File: src/rtl/common_clock_fifo_a2.sv
// Single-clock FIFO with registered status flags, selectable standard or
// first-word-fall-through read mode, and overflow/underflow pulses.
module common_clock_fifo_a2 #(
  parameter int               DEPTH      = 8,
  parameter int               DSIZE      = 8,
  parameter logic [DSIZE-1:0] INIT_VALUE = '0,
  parameter bit               FWFT       = 1'b1,
  parameter int               AFULL_TH   = DEPTH - 1,
  parameter int               AEMPTY_TH  = 1,
  parameter int               CSIZE      = $clog2(DEPTH + 1)
) (
  input  logic             clock,
  input  logic             rst,
  input  logic [DSIZE-1:0] wdata,
  input  logic             wr_en,
  output logic             full,
  input  logic             rd_en,
  output logic [DSIZE-1:0] rdata,
  output logic             empty,
  output logic             almost_full,
  output logic             almost_empty,
  output logic [CSIZE-1:0] count,
  output logic             overflow,
  output logic             underflow
);

  localparam int PW = $clog2(DEPTH);

  if (DEPTH < 2 || DSIZE < 1 || AFULL_TH < 1 || AFULL_TH > DEPTH ||
      AEMPTY_TH < 0 || AEMPTY_TH > DEPTH - 1 || CSIZE != $clog2(DEPTH + 1)) begin : g_bad_params
    $fatal(1, "common_clock_fifo_a2: parameter out of legal range");
  end

  logic [DSIZE-1:0] mem [DEPTH];
  logic [PW-1:0]    wptr, rptr;
  logic [CSIZE-1:0] mem_count, mem_count_next, count_next;
  logic             tap_valid, tap_valid_next;
  logic             wr_acc, rd_acc, mem_wr, mem_rd, bypass, empty_next;

  function automatic logic [PW-1:0] ptr_inc(input logic [PW-1:0] p);
    return (p == PW'(DEPTH - 1)) ? '0 : p + PW'(1);
  endfunction

  // In FWFT mode the tap register holds the head word; mem_count excludes it.
  always_comb begin
    // NOTE: every signal gets a default first so no path leaves it unassigned,
    // which would otherwise infer a latch.
    wr_acc         = wr_en && !full;
    rd_acc         = rd_en && !empty;
    bypass         = 1'b0;
    mem_rd         = 1'b0;
    tap_valid_next = 1'b0;
    if (FWFT) begin
      // Popping the last word while writing feeds the tap directly, avoiding a bubble.
      bypass         = wr_acc && rd_acc && (mem_count == '0);
      mem_rd         = (mem_count != '0) && (!tap_valid || rd_acc);
      tap_valid_next = bypass || mem_rd || (tap_valid && !rd_acc);
    end else begin
      mem_rd = rd_acc;
    end
    mem_wr         = wr_acc && !bypass;
    count_next     = count + CSIZE'(wr_acc) - CSIZE'(rd_acc);
    mem_count_next = mem_count + CSIZE'(mem_wr) - CSIZE'(mem_rd);
    empty_next     = FWFT ? !tap_valid_next : (count_next == '0);
  end

  // NOTE: state uses non-blocking assignments so every register samples the
  // pre-edge values, independent of statement order.
  always_ff @(posedge clock) begin
    if (rst) begin
      wptr         <= '0;
      rptr         <= '0;
      mem_count    <= '0;
      count        <= '0;
      tap_valid    <= 1'b0;
      rdata        <= INIT_VALUE;
      empty        <= 1'b1;
      full         <= 1'b0;
      almost_full  <= 1'b0;
      almost_empty <= 1'b1;
      overflow     <= 1'b0;
      underflow    <= 1'b0;
      // NOTE: the storage array is reset explicitly because its contents are
      // observable through rdata; this costs a flop-based array, not a RAM macro.
      for (int i = 0; i < DEPTH; i++) mem[i] <= INIT_VALUE;
    end else begin
      if (mem_wr) begin
        mem[wptr] <= wdata;
        wptr      <= ptr_inc(wptr);
      end
      if (mem_rd) begin
        rdata <= mem[rptr];
        rptr  <= ptr_inc(rptr);
      end else if (bypass) begin
        rdata <= wdata;
      end
      mem_count    <= mem_count_next;
      count        <= count_next;
      tap_valid    <= tap_valid_next;
      empty        <= empty_next;
      full         <= (count_next == CSIZE'(DEPTH));
      almost_full  <= (int'(count_next) >= AFULL_TH);
      almost_empty <= (int'(count_next) <= AEMPTY_TH);
      overflow     <= wr_en && full;
      underflow    <= rd_en && empty;
    end
  end

endmodule
File: config.mk
export PLATFORM = sky130hd
export DESIGN_NAME = common_clock_fifo_a2
export DESIGN_NICKNAME = d
export VERILOG_FILES = /design/src/rtl/common_clock_fifo_a2.sv
export SDC_FILE = /design/constraint.sdc
export NUM_CORES = 1
export LEC_CHECK = 0
export BUFFER_PORTS_ARGS = -buffer_cell sky130_fd_sc_hd__buf_4
export CAP_MARGIN = 25
export CORE_MARGIN = 2
export CORE_UTILIZATION = 54
export DETAILED_ROUTE_END_ITERATION = 6
export PLACE_DENSITY = 0.75
export REMOVE_ABC_BUFFERS = 1
export SLEW_MARGIN = 10
export SYNTH_ARGS = -nofsm -noshare
export SYNTH_HDL_FRONTEND = slang
export SYNTH_SLANG_ARGS = --single-unit
File: constraint.sdc
create_clock -name clock -period 2.62 [get_ports clock]
set_input_delay 0.524 -clock clock [delete_from_list [all_inputs] [get_ports clock]]
set_output_delay 0.524 -clock clock [all_outputs]
set_load 0.01 [all_outputs]
==> metrics.txt, run 1 <==
post-detail-place hpwl=5970 um; total die area=8830 um^2; synth unique cells=43; WS Path Type=flop to flop; Seq/Total Area, Yosys=58.6%; relative slew slack=60.2%; worst path buffer plus inverter count=3; Post-Route WL=8720 um; actual slew at the worst max-slew pin=0.597 ns; Clock Tree Root=clkbuf_8; most frequent cells in the layout=and2_1, edfxtp_1, buf_4; Synth area leaders=edfxtp_1, dfxtp_1, and2_1, mux4_2, ha_1; hold buffer count at cts=0; DRT Pass-1 Iters=4; most used cell, CP=ha_1; worst stage delay on the critical path=0.40 ns; largest net degree at the start of global routing=28; core box area=7770 um^2; H-tree lvl count=3; unrepaired setup endpoints after global routing=no; Internal=3090 uW; clk_skew=between 0.01 and 0.015 ns; die width=94.0 um; fmax=~0.42 GHz; RePlAce Congestion=0.789; status=complete, no violations; commonest non-fill, non-tap cell in the layout=and2_1; mapped cell area=4370 um^2; DR vias=2738; GRT Overall Usage=22.0%; Max Cap Viol=0; Top FF cell, synth=edfxtp_1; Net Sw Frac=about a third; Worst Path Max Fanout=3; Power Dens Cells=923 nW/um^2; worst hold path class=input port to flop; CP max stage cell=fa_1; Tmin final=2.36 ns; final hold violations=0; CTS Sinks=96; setup TNS=0 ns; Area Overhead vs Synth=15.0%; GR Overflow Total=0; vias in the first global route=2756; Die Span Y=94.0 um; fillers=621; DP Cell Count=approximately 480; Worst-path clk slew=0.09 ns; layout cells sized above 1=roughly a quarter; Final Instance Count excl. Fillers=492; Final ANT Viol Nets=0; Synth Area per Inst=between 10 and 15 um^2; crit-path leading delay family=adder cells; WP data required=2.87 ns; combinational fraction of design power=a little over a third; area leader, netlist=edfxtp_1; IO Count=30; crit path cell chain=nand2b_1 > inv_1 > ha_1 > nor4bb_2 > nor2_2 > inv_2 > ha_1 > inv_1 > ha_1 > fa_1 > nor2b_1; Ys Warns=0; Lkg Pwr=0.00196 uW; Routed WL per cell=17.7 um; cts bufs inserted=9; Rows=32; first-pass GRT wire length=about 14000 um; Setup crit start kind=flop; maximum VDD drop=0.676 mV; clock share of power=19.4%; clk buf depth=2; Mapped Cells=between 300 and 400; Post-synth EDFFs=64; PostCTS Resize Cnt=0; CP arrival=2.61 ns; initial antenna violation count=0; ys async rst share=0%; Setup Fix Bufs, Post-CTS=0; clk_lat worst skew=approximately 0.36 ns; flops & latches, synth=96; period utilization=90.2%; number of max-slew violations in the final report=0; Iter 0 DRT Violations=approximately 120; IO Port Bufs=29; top cell type's share of synthesized area=44.0%; Setup Viol. Count Final=0; starting density of the core=56.3%; TritonCTS clock tree=built; # DRC=0; Via density=5.57; Antenna diodes=0; nature of the critical path endpoint=flop; Final Net Count=412; P_sw=between 1500 and 2000 uW; Seq pwr share=45.3%
-- kinds of logic (layout without fill, tap and decap cells) --
group / count (synthesis) / after routing / share of synthesized area, %
buffers and inverters: 28 / 85 / 3.18
flip-flops: 96 / 96 / 58.6
adder cells (fa/ha/maj): 15 / 15 / 4.64
AND/OR/NAND/NOR: 134 / 134 / 18.0
AO/OA/AOI/OAI: 39 / 39 / 6.16
XOR/XNOR: 5 / 5 / 1.00
multiplexers: 16 / 16 / 8.42
-- metal layers --
metal | global-route usage (%) | share of wire, % | vias to the layer above
met4 | 11.1 | 1.9 | 0
li1 | - | - | 1304
met5 | 0 | 0 | -
met3 | 3.13 | 3.5 | 12
met2 | 35.6 | 50 | 64
met1 | 29.2 | 45 | 1358
-- power by group through the flow --
stage                     combinational [uW]  clock [uW]  sequential, uW
after floorplan                          973           0            2180
after global placement                  1610           0            2120
after detailed placement                1650           0            2140
after CTS                               1660         919            2100
after global routing                    1860         973            2130
final                                   1640         898            2100
-- synthesized netlist by cell type, types with 4 or more instances --
| cell | number |
|---|---|
| a211oi_1 | 8 |
| a21o_1 | 4 |
| a21oi_1 | 11 |
| a311oi_1 | 8 |
| and2_1 | 65 |
| buf_2 | 5 |
| clkbuf_1 | 6 |
| dfxtp_1 | 32 |
| edfxtp_1 | 64 |
| ha_1 | 13 |
| inv_1 | 9 |
| mux4_2 | 14 |
| nand2_1 | 27 |
| nand2b_1 | 4 |
| nor2_1 | 7 |
| nor2_2 | 4 |
| nor2b_1 | 12 |
| o31ai_1 | 4 |
-- registers in the layout, indices dropped and copies added, names as in the netlist, named ones only --
signal / flops
almost_empty: 1
almost_full: 1
count: 4
empty: 1
full: 1
mem: 64
mem_count: 4
overflow: 1
rdata: 8
rptr: 3
tap_valid: 1
underflow: 1
wptr: 3
-- area by class of cell --
type | instances | area (um^2) | share of cell area (%)
inverters | 13 | 48.8 | 0.971
well taps | 102 | 128 | 2.54
flip-flops and latches | 96 | 2560 | 51.0
repair buffers | 56 | 433 | 8.61
clock buffers | 10 | 128 | 2.54
multi-input cells | 209 | 1680 | 33.3
clock inverters | 6 | 51.3 | 1.02
-- stage by stage --
step                power, uW  cell area [um^2]  setup WS, ns  util [%]  hold slack [ns]
CTS                      4680              5030         0.246      64.7            0.380
global route             4960              5030       0.00968      64.7            0.388
global placement         3730              4850        0.0784      62.4            0.470
floorplan                3150              4280        -0.495         -            0.442
detailed placement       3790              4850        0.0315      62.4            0.478
finish                   4640              5030         0.258      64.7            0.401
-- path summary, 6_finish.rpt --
kind / from / endpoint / depth (start not counted) / slack [ns]
setup / recovery: empty / mem_count[1] / 11 / 0.26
hold / removal: rd_en / underflow / 2 / 0.40
setup reg to reg: empty / mem_count[1] / 11 / 0.26
hold reg to reg: rptr[2] / rptr[2] / 2 / 0.49
Note: power is estimated with default switching activity, not from simulation.
==> inputs of run 2 (changes only) <==
--- a/config.mk
+++ b/config.mk
@@ -8,9 +8,10 @@
 export BUFFER_PORTS_ARGS = -buffer_cell sky130_fd_sc_hd__buf_4
 export CAP_MARGIN = 25
 export CORE_MARGIN = 2
-export CORE_UTILIZATION = 54
+export CORE_UTILIZATION = 50
 export DETAILED_ROUTE_END_ITERATION = 6
-export PLACE_DENSITY = 0.75
+export GPL_ROUTABILITY_DRIVEN = 1
+export PLACE_DENSITY = 0.71
 export REMOVE_ABC_BUFFERS = 1
 export SLEW_MARGIN = 10
 export SYNTH_ARGS = -nofsm -noshare
==> run 2 against run 1 <==
Compared with the run above:
- die area is 7.6% higher
- flip-flop and latch count is the same
- clock power increased by 2%
- non-clock buffer count decreased by 8
- register-to-register slack hardly changed
- setup slack lost 0.0097 ns
- sequential share of layout area is 0.64 points higher
- power shrank 0.13%
- largest cell class unchanged
==> metrics.txt, run 2 (synthesis gave the netlist of run 1 again) <==
setup TNS=0 ns (unchanged); TritonCTS clock tree=built; Iter 0 DRT Violations=135 (+8.9%); clk buf depth=2 (unchanged); Die Span Y=97.5 um (+3.8%); number of max-slew violations in the final report=0 (unchanged); WP data required=2.88 ns (about the same); Setup Fix Bufs, Post-CTS=0 (unchanged); clk_lat worst skew=0.37 ns (about the same); maximum VDD drop=0.380 mV (-44%); Max Cap Viol=0 (unchanged); DRT Pass-1 Iters=4 (unchanged); layout cells sized above 1=23.0% (-1.6 points); area of the multi-input gates=1680 um^2 (unchanged); vias in the first global route=2742 (-0.51%); DR vias=2721 (-0.62%); status=complete, no violations; worst hold path class=input port to flop; Setup crit start kind=flop; Area Overhead vs Synth=13.6%; most used cell, CP=ha_1; Tmin final=2.37 ns (+0.00970 ns); crit path cell chain=nand2b_1 > inv_1 > ha_1 > nor4bb_2 > nor2_2 > inv_2 > ha_1 > inv_1 > ha_1 > fa_1 > nor2b_1; DP Cell Count=474 (-0.42%); Clock Tree Root=clkbuf_8; final hold violations=0 (unchanged); IO Count=30 (unchanged); hold buffer count at cts=0 (unchanged); Post-Route WL=8890 um (+2.0%); # DRC=0 (unchanged); most frequent cells in the layout=and2_1, edfxtp_1, buf_4; clk_skew=0.0108 ns (-0.0000552 ns); IO Port Bufs=29 (unchanged); starting density of the core=50.9% (-5.4 points); GR Overflow Total=0 (unchanged); first-pass GRT wire length=14400 um (+1.9%); initial antenna violation count=0 (unchanged); Final Net Count=404 (-1.9%); actual slew at the worst max-slew pin=0.619 ns (+0.0223 ns); post-detail-place hpwl=5820 um (-2.5%); Antenna diodes=0 (unchanged); Top reg by flops=mem; Final ANT Viol Nets=0 (unchanged); relative slew slack=58.7% (-1.5 points); worst stage delay on the critical path=0.41 ns (about the same); fmax=0.422 GHz (-0.41%); Stages on worst setup path=11 (unchanged); Worst Path Max Fanout=3 (unchanged); core box area=8590 um^2 (+11%); Worst-path clk slew=0.10 ns (about the same); crit-path leading delay family=adder cells; CP arrival=2.63 ns (+0.02 ns); WS Path Type=flop to flop; total die area=9500 um^2 (+7.6%); commonest non-fill, non-tap cell in the layout=and2_1; period utilization=90.5% (+0.37 points); largest net degree at the start of global routing=28 (unchanged); Via density=5.55 (-0.22%); fillers=718 (+16%); Final Instance Count excl. Fillers=490 (-0.41%); Pwr Total=4630 uW (-0.13%); max FFs per register=64 (unchanged); worst-case reg-to-reg path depth=11 (unchanged); Routed WL per cell=18.1 um (+2.4%); H-tree lvl count=3 (unchanged); Largest regs=mem x64, rdata x8; post-layout util=57.8% (-6.9 points); Power Dens Cells=933 nW/um^2 (+1.1%); PostCTS Resize Cnt=0 (unchanged); unrepaired setup endpoints after global routing=no; Rows=34 (+6.3%); CP max stage cell=fa_1; CTS Sinks=96 (unchanged); cts bufs inserted=9 (unchanged); Lkg Pwr=0.00192 uW (-2.3%); die width=97.5 um (+3.8%); Setup Viol. Count Final=0 (unchanged); worst path buffer plus inverter count=3 (unchanged); RePlAce Congestion=0.743 (-5.8%); nature of the critical path endpoint=flop; Storage cell area=2560 um^2 (unchanged); GRT Overall Usage=19.9% (-2.1 points); hold path depth=2 (unchanged)
run 2: final timing paths:
| check | from | to | slack (ns) |
|---|---|---|---|
| worst min register to register | rptr[1] | rptr[1] | 0.48 |
| worst min-delay path | rd_en | underflow | 0.39 |
| worst max-delay path | empty | mem_count[1] | 0.25 |
| worst max register to register | empty | mem_count[1] | 0.25 |
run 2: per-layer routing:
layer | vias up | global-route usage [%] | share of wire [%]
met3 | 9 | 3.74 | 2.7
li1 | 1288 | - | -
met5 | - | 0 | 0
met2 | 47 | 33.3 | 51
met1 | 1377 | 26.4 | 45
met4 | 0 | 6.41 | 1.5
run 2: final cells by class:
class / instances / area share (%)
Sequential cell: 96 / 51.6
Multi-Input combinational cell: 209 / 33.8
Timing Repair Buffer: 48 / 7.26
Tap cell: 108 / 2.72
Clock buffer: 10 / 2.57
Clock inverter: 6 / 1.08
Inverter: 13 / 0.983
run 2: worst register-to-register path: cells and delay by family (launching register included):
| kind | cells | cell delay [ns] |
|---|---|---|
| fa+ha+maj | 4 | 0.99 |
| flops | 1 | 0.33 |
| simple gates | 4 | 0.74 |
| buf+inv | 3 | 0.20 |
run 2: power breakdown:
group          total (uW)  switching (uW)  internal (uW)
clock                 917             557            360
sequential           2100             188           1910
combinational        1620             817            802
total                4630            1560           3070
run 2: through the flow:
stage | area [um^2] | hold WS (ns) | worst slack, ns
after detailed placement | 4780 | 0.469 | 0.0203
after floorplan | 4280 | 0.442 | -0.495
after CTS | 4960 | 0.390 | 0.242
final | 4960 | 0.393 | 0.248
after global placement | 4780 | 0.459 | 0.0847
after global routing | 4960 | 0.391 | 0.0113
==> inputs of run 3 (changes only) <==
--- a/config.mk
+++ b/config.mk
@@ -11,6 +11,7 @@
 export CORE_UTILIZATION = 50
 export DETAILED_ROUTE_END_ITERATION = 6
 export GPL_ROUTABILITY_DRIVEN = 1
+export GPL_TIMING_DRIVEN = 0
 export PLACE_DENSITY = 0.71
 export REMOVE_ABC_BUFFERS = 1
 export SLEW_MARGIN = 10
==> run 3 against run 2 <==
Compared with the run above:
- die area unchanged
- worst hold slack better by 0.035 ns
- core utilization grew 0.38 points
- cell area is 0.66% higher
- global-route usage fell by 0.63 points
- clock power is 2% higher
- wire length down 2.7%
- maximum frequency fell by 5.3%
- critical path depth rose by 1
- first-iteration DRC count increased by 25%
- flip-flop and latch count stayed put
- critical path type unchanged
- largest power group unchanged
==> metrics.txt, run 3 (synthesis gave the netlist of run 1 again) <==
status=complete, no violations; GR Overflow Total=0 (unchanged); Worst Path Max Fanout=9 (+6); Final WS setup=0.114 ns (-0.134 ns); period utilization=95.6% (+5.1 points); nature of the critical path endpoint=flop; CTS Sinks=96 (unchanged); worst hold path class=input port to flop; Via density=5.54 (-0.26%); R2R Path Start=full; fmax=0.399 GHz (-5.3%); clk_skew=0.0182 ns (+0.00739 ns); Largest regs=mem x64, rdata x8; Power Dens Cells=945 nW/um^2 (+1.3%); dpl cell area=4710 um^2 (-1.4%); final hold violations=0 (unchanged); die width=97.5 um (unchanged); GRT Overall Usage=19.2% (-0.63 points); Routed WL per cell=18.1 um (-0.45%); DRT Pass-1 Iters=4 (unchanged); IO Count=30 (unchanged); TritonCTS clock tree=built; pre-CTS WS=-0.694 ns (-0.714 ns); Final ANT Viol Nets=0 (unchanged); Hold Crit Endpoint=underflow; Final Instance Count excl. Fillers=479 (-2.2%); hold path depth=2 (unchanged); Post-Layout Inst Area=5000 um^2 (+0.66%); setup TNS=0 ns (unchanged); # DRC=0 (unchanged); number of max-slew violations in the final report=0 (unchanged); DP Cell Count=459 (-3.2%); largest net degree at the start of global routing=28 (unchanged); unrepaired setup endpoints after global routing=no; actual slew at the worst max-slew pin=0.902 ns (+0.282 ns); RePlAce Congestion=0.739 (-0.47%); worst-case reg-to-reg path depth=12 (+1); Antenna diodes=0 (unchanged); Post-Route WL=8650 um (-2.7%); max FFs per register=64 (unchanged); commonest non-fill, non-tap cell in the layout=and2_1; total die area=9500 um^2 (unchanged); Die Span Y=97.5 um (unchanged); core box area=8590 um^2 (unchanged); r2r setup slk=0.11 ns (-0.13 ns); Rows=34 (unchanged); Max Cap Viol=0 (unchanged); Clock Tree Root=clkbuf_8; Setup Viol. Count Final=0 (unchanged); Setup crit start kind=flop; maximum VDD drop=0.322 mV (-15%); first-pass GRT wire length=13900 um (-3.1%); clk_lat worst skew=0.36 ns (about the same); clk buf depth=2 (unchanged); layout cells sized above 1=24.3% (+1.2 points); WS Path Type=flop to flop; Lkg Pwr=0.00191 uW (-0.47%); relative slew slack=39.5% (-19 points); Top reg by flops=mem; Final Net Count=393 (-2.7%); fillers=709 (-1.3%); DR vias=2653 (-2.5%); CP arrival=2.75 ns (+0.12 ns); hold path start=rd_en; WP data required=2.86 ns (-0.02 ns); Storage cell area=2560 um^2 (about the same); reg2reg end=mem_count[1]; vias in the first global route=2670 (-2.6%); Worst-path clk slew=0.09 ns (about the same); post-detail-place hpwl=5810 um (-0.15%); Iter 0 DRT Violations=169 (+25%); Area Overhead vs Synth=14.3%; Tmin final=2.51 ns (+0.134 ns); most frequent cells in the layout=and2_1, edfxtp_1, buf_4; IO Port Bufs=29 (unchanged); H-tree lvl count=3 (unchanged); area of the multi-input gates=1750 um^2 (+4.6%); initial antenna violation count=0 (unchanged); starting density of the core=50.9% (unchanged); cts bufs inserted=9 (unchanged); crit path from=full
## run 3: cell count changes in the layout (fill, tap and decap cells not counted), moves of 2 or more
cell and change:
clkinvlp_4 -2, buf_4 -13, o21ai_0 -2, nand2b_4 +2
inv_8 -2, nand2b_1 -2, o31ai_1 -4, o31ai_2 +4
o21ai_1 +2
## run 3: metal layers
metal	global-route usage, %	up-vias	share of wire (%)
met2	31.7	68	50
met1	25.8	1307	44
li1	-	1262	-
met5	0	-	0
met4	8.01	0	2.2
met3	2.66	16	4.1
## run 3: what timing repair did
action	in CTS	in global routing
endpoints found under the hold margin	0	0
setup buffers	1	3
hold buffers	0	0
pin swaps	1	2
endpoints found under the setup margin	61	41
gates resized for setup	7	7
## run 3: area by class of cell
type	count	area share (%)
Clock buffer	11	3.06
Inverter	13	1.03
Multi-Input combinational cell	209	35.1
Timing Repair Buffer	37	6.04
Tap cell	108	2.70
Clock inverter	5	0.776
Sequential cell	96	51.3
## run 3: worst max path at each step
stage,end
6_report,mem_count[1]
5_1_grt,mem_count[1]
4_1_cts,mem_count[2]
3_5_place_dp,mem_count[3]
3_3_place_gp,mem_count[3]
2_1_floorplan,mem_count[1]
## run 3: power breakdown
group / switching, uW / leakage (uW) / internal, uW
Combinational: 815 / 0.000882 / 839
Clock: 524 / 0.0000950 / 409
Sequential: 224 / 0.000930 / 1910
## run 3: stage by stage
stage               hold slack [ns]  total power [uW]  util (%)
finish                        0.428              4720      58.1
global route                  0.433              5000      58.1
CTS                           0.404              4710      57.5
detailed placement            0.480              3750      54.9
global placement              0.460              3620      53.9
floorplan                     0.442              3150         -
## run 3: worst max-delay path, cell delays in order, from the launching register on
cell and delay, ns:
dfxtp_2 0.34, nand2b_4 0.15, clkinv_1 0.09, ha_2 0.19, nor4bb_4 0.16, buf_6 0.13
nor2_4 0.14, inv_4 0.09, ha_1 0.29, inv_1 0.05, ha_1 0.19, fa_2 0.44
nor2b_1 0.14
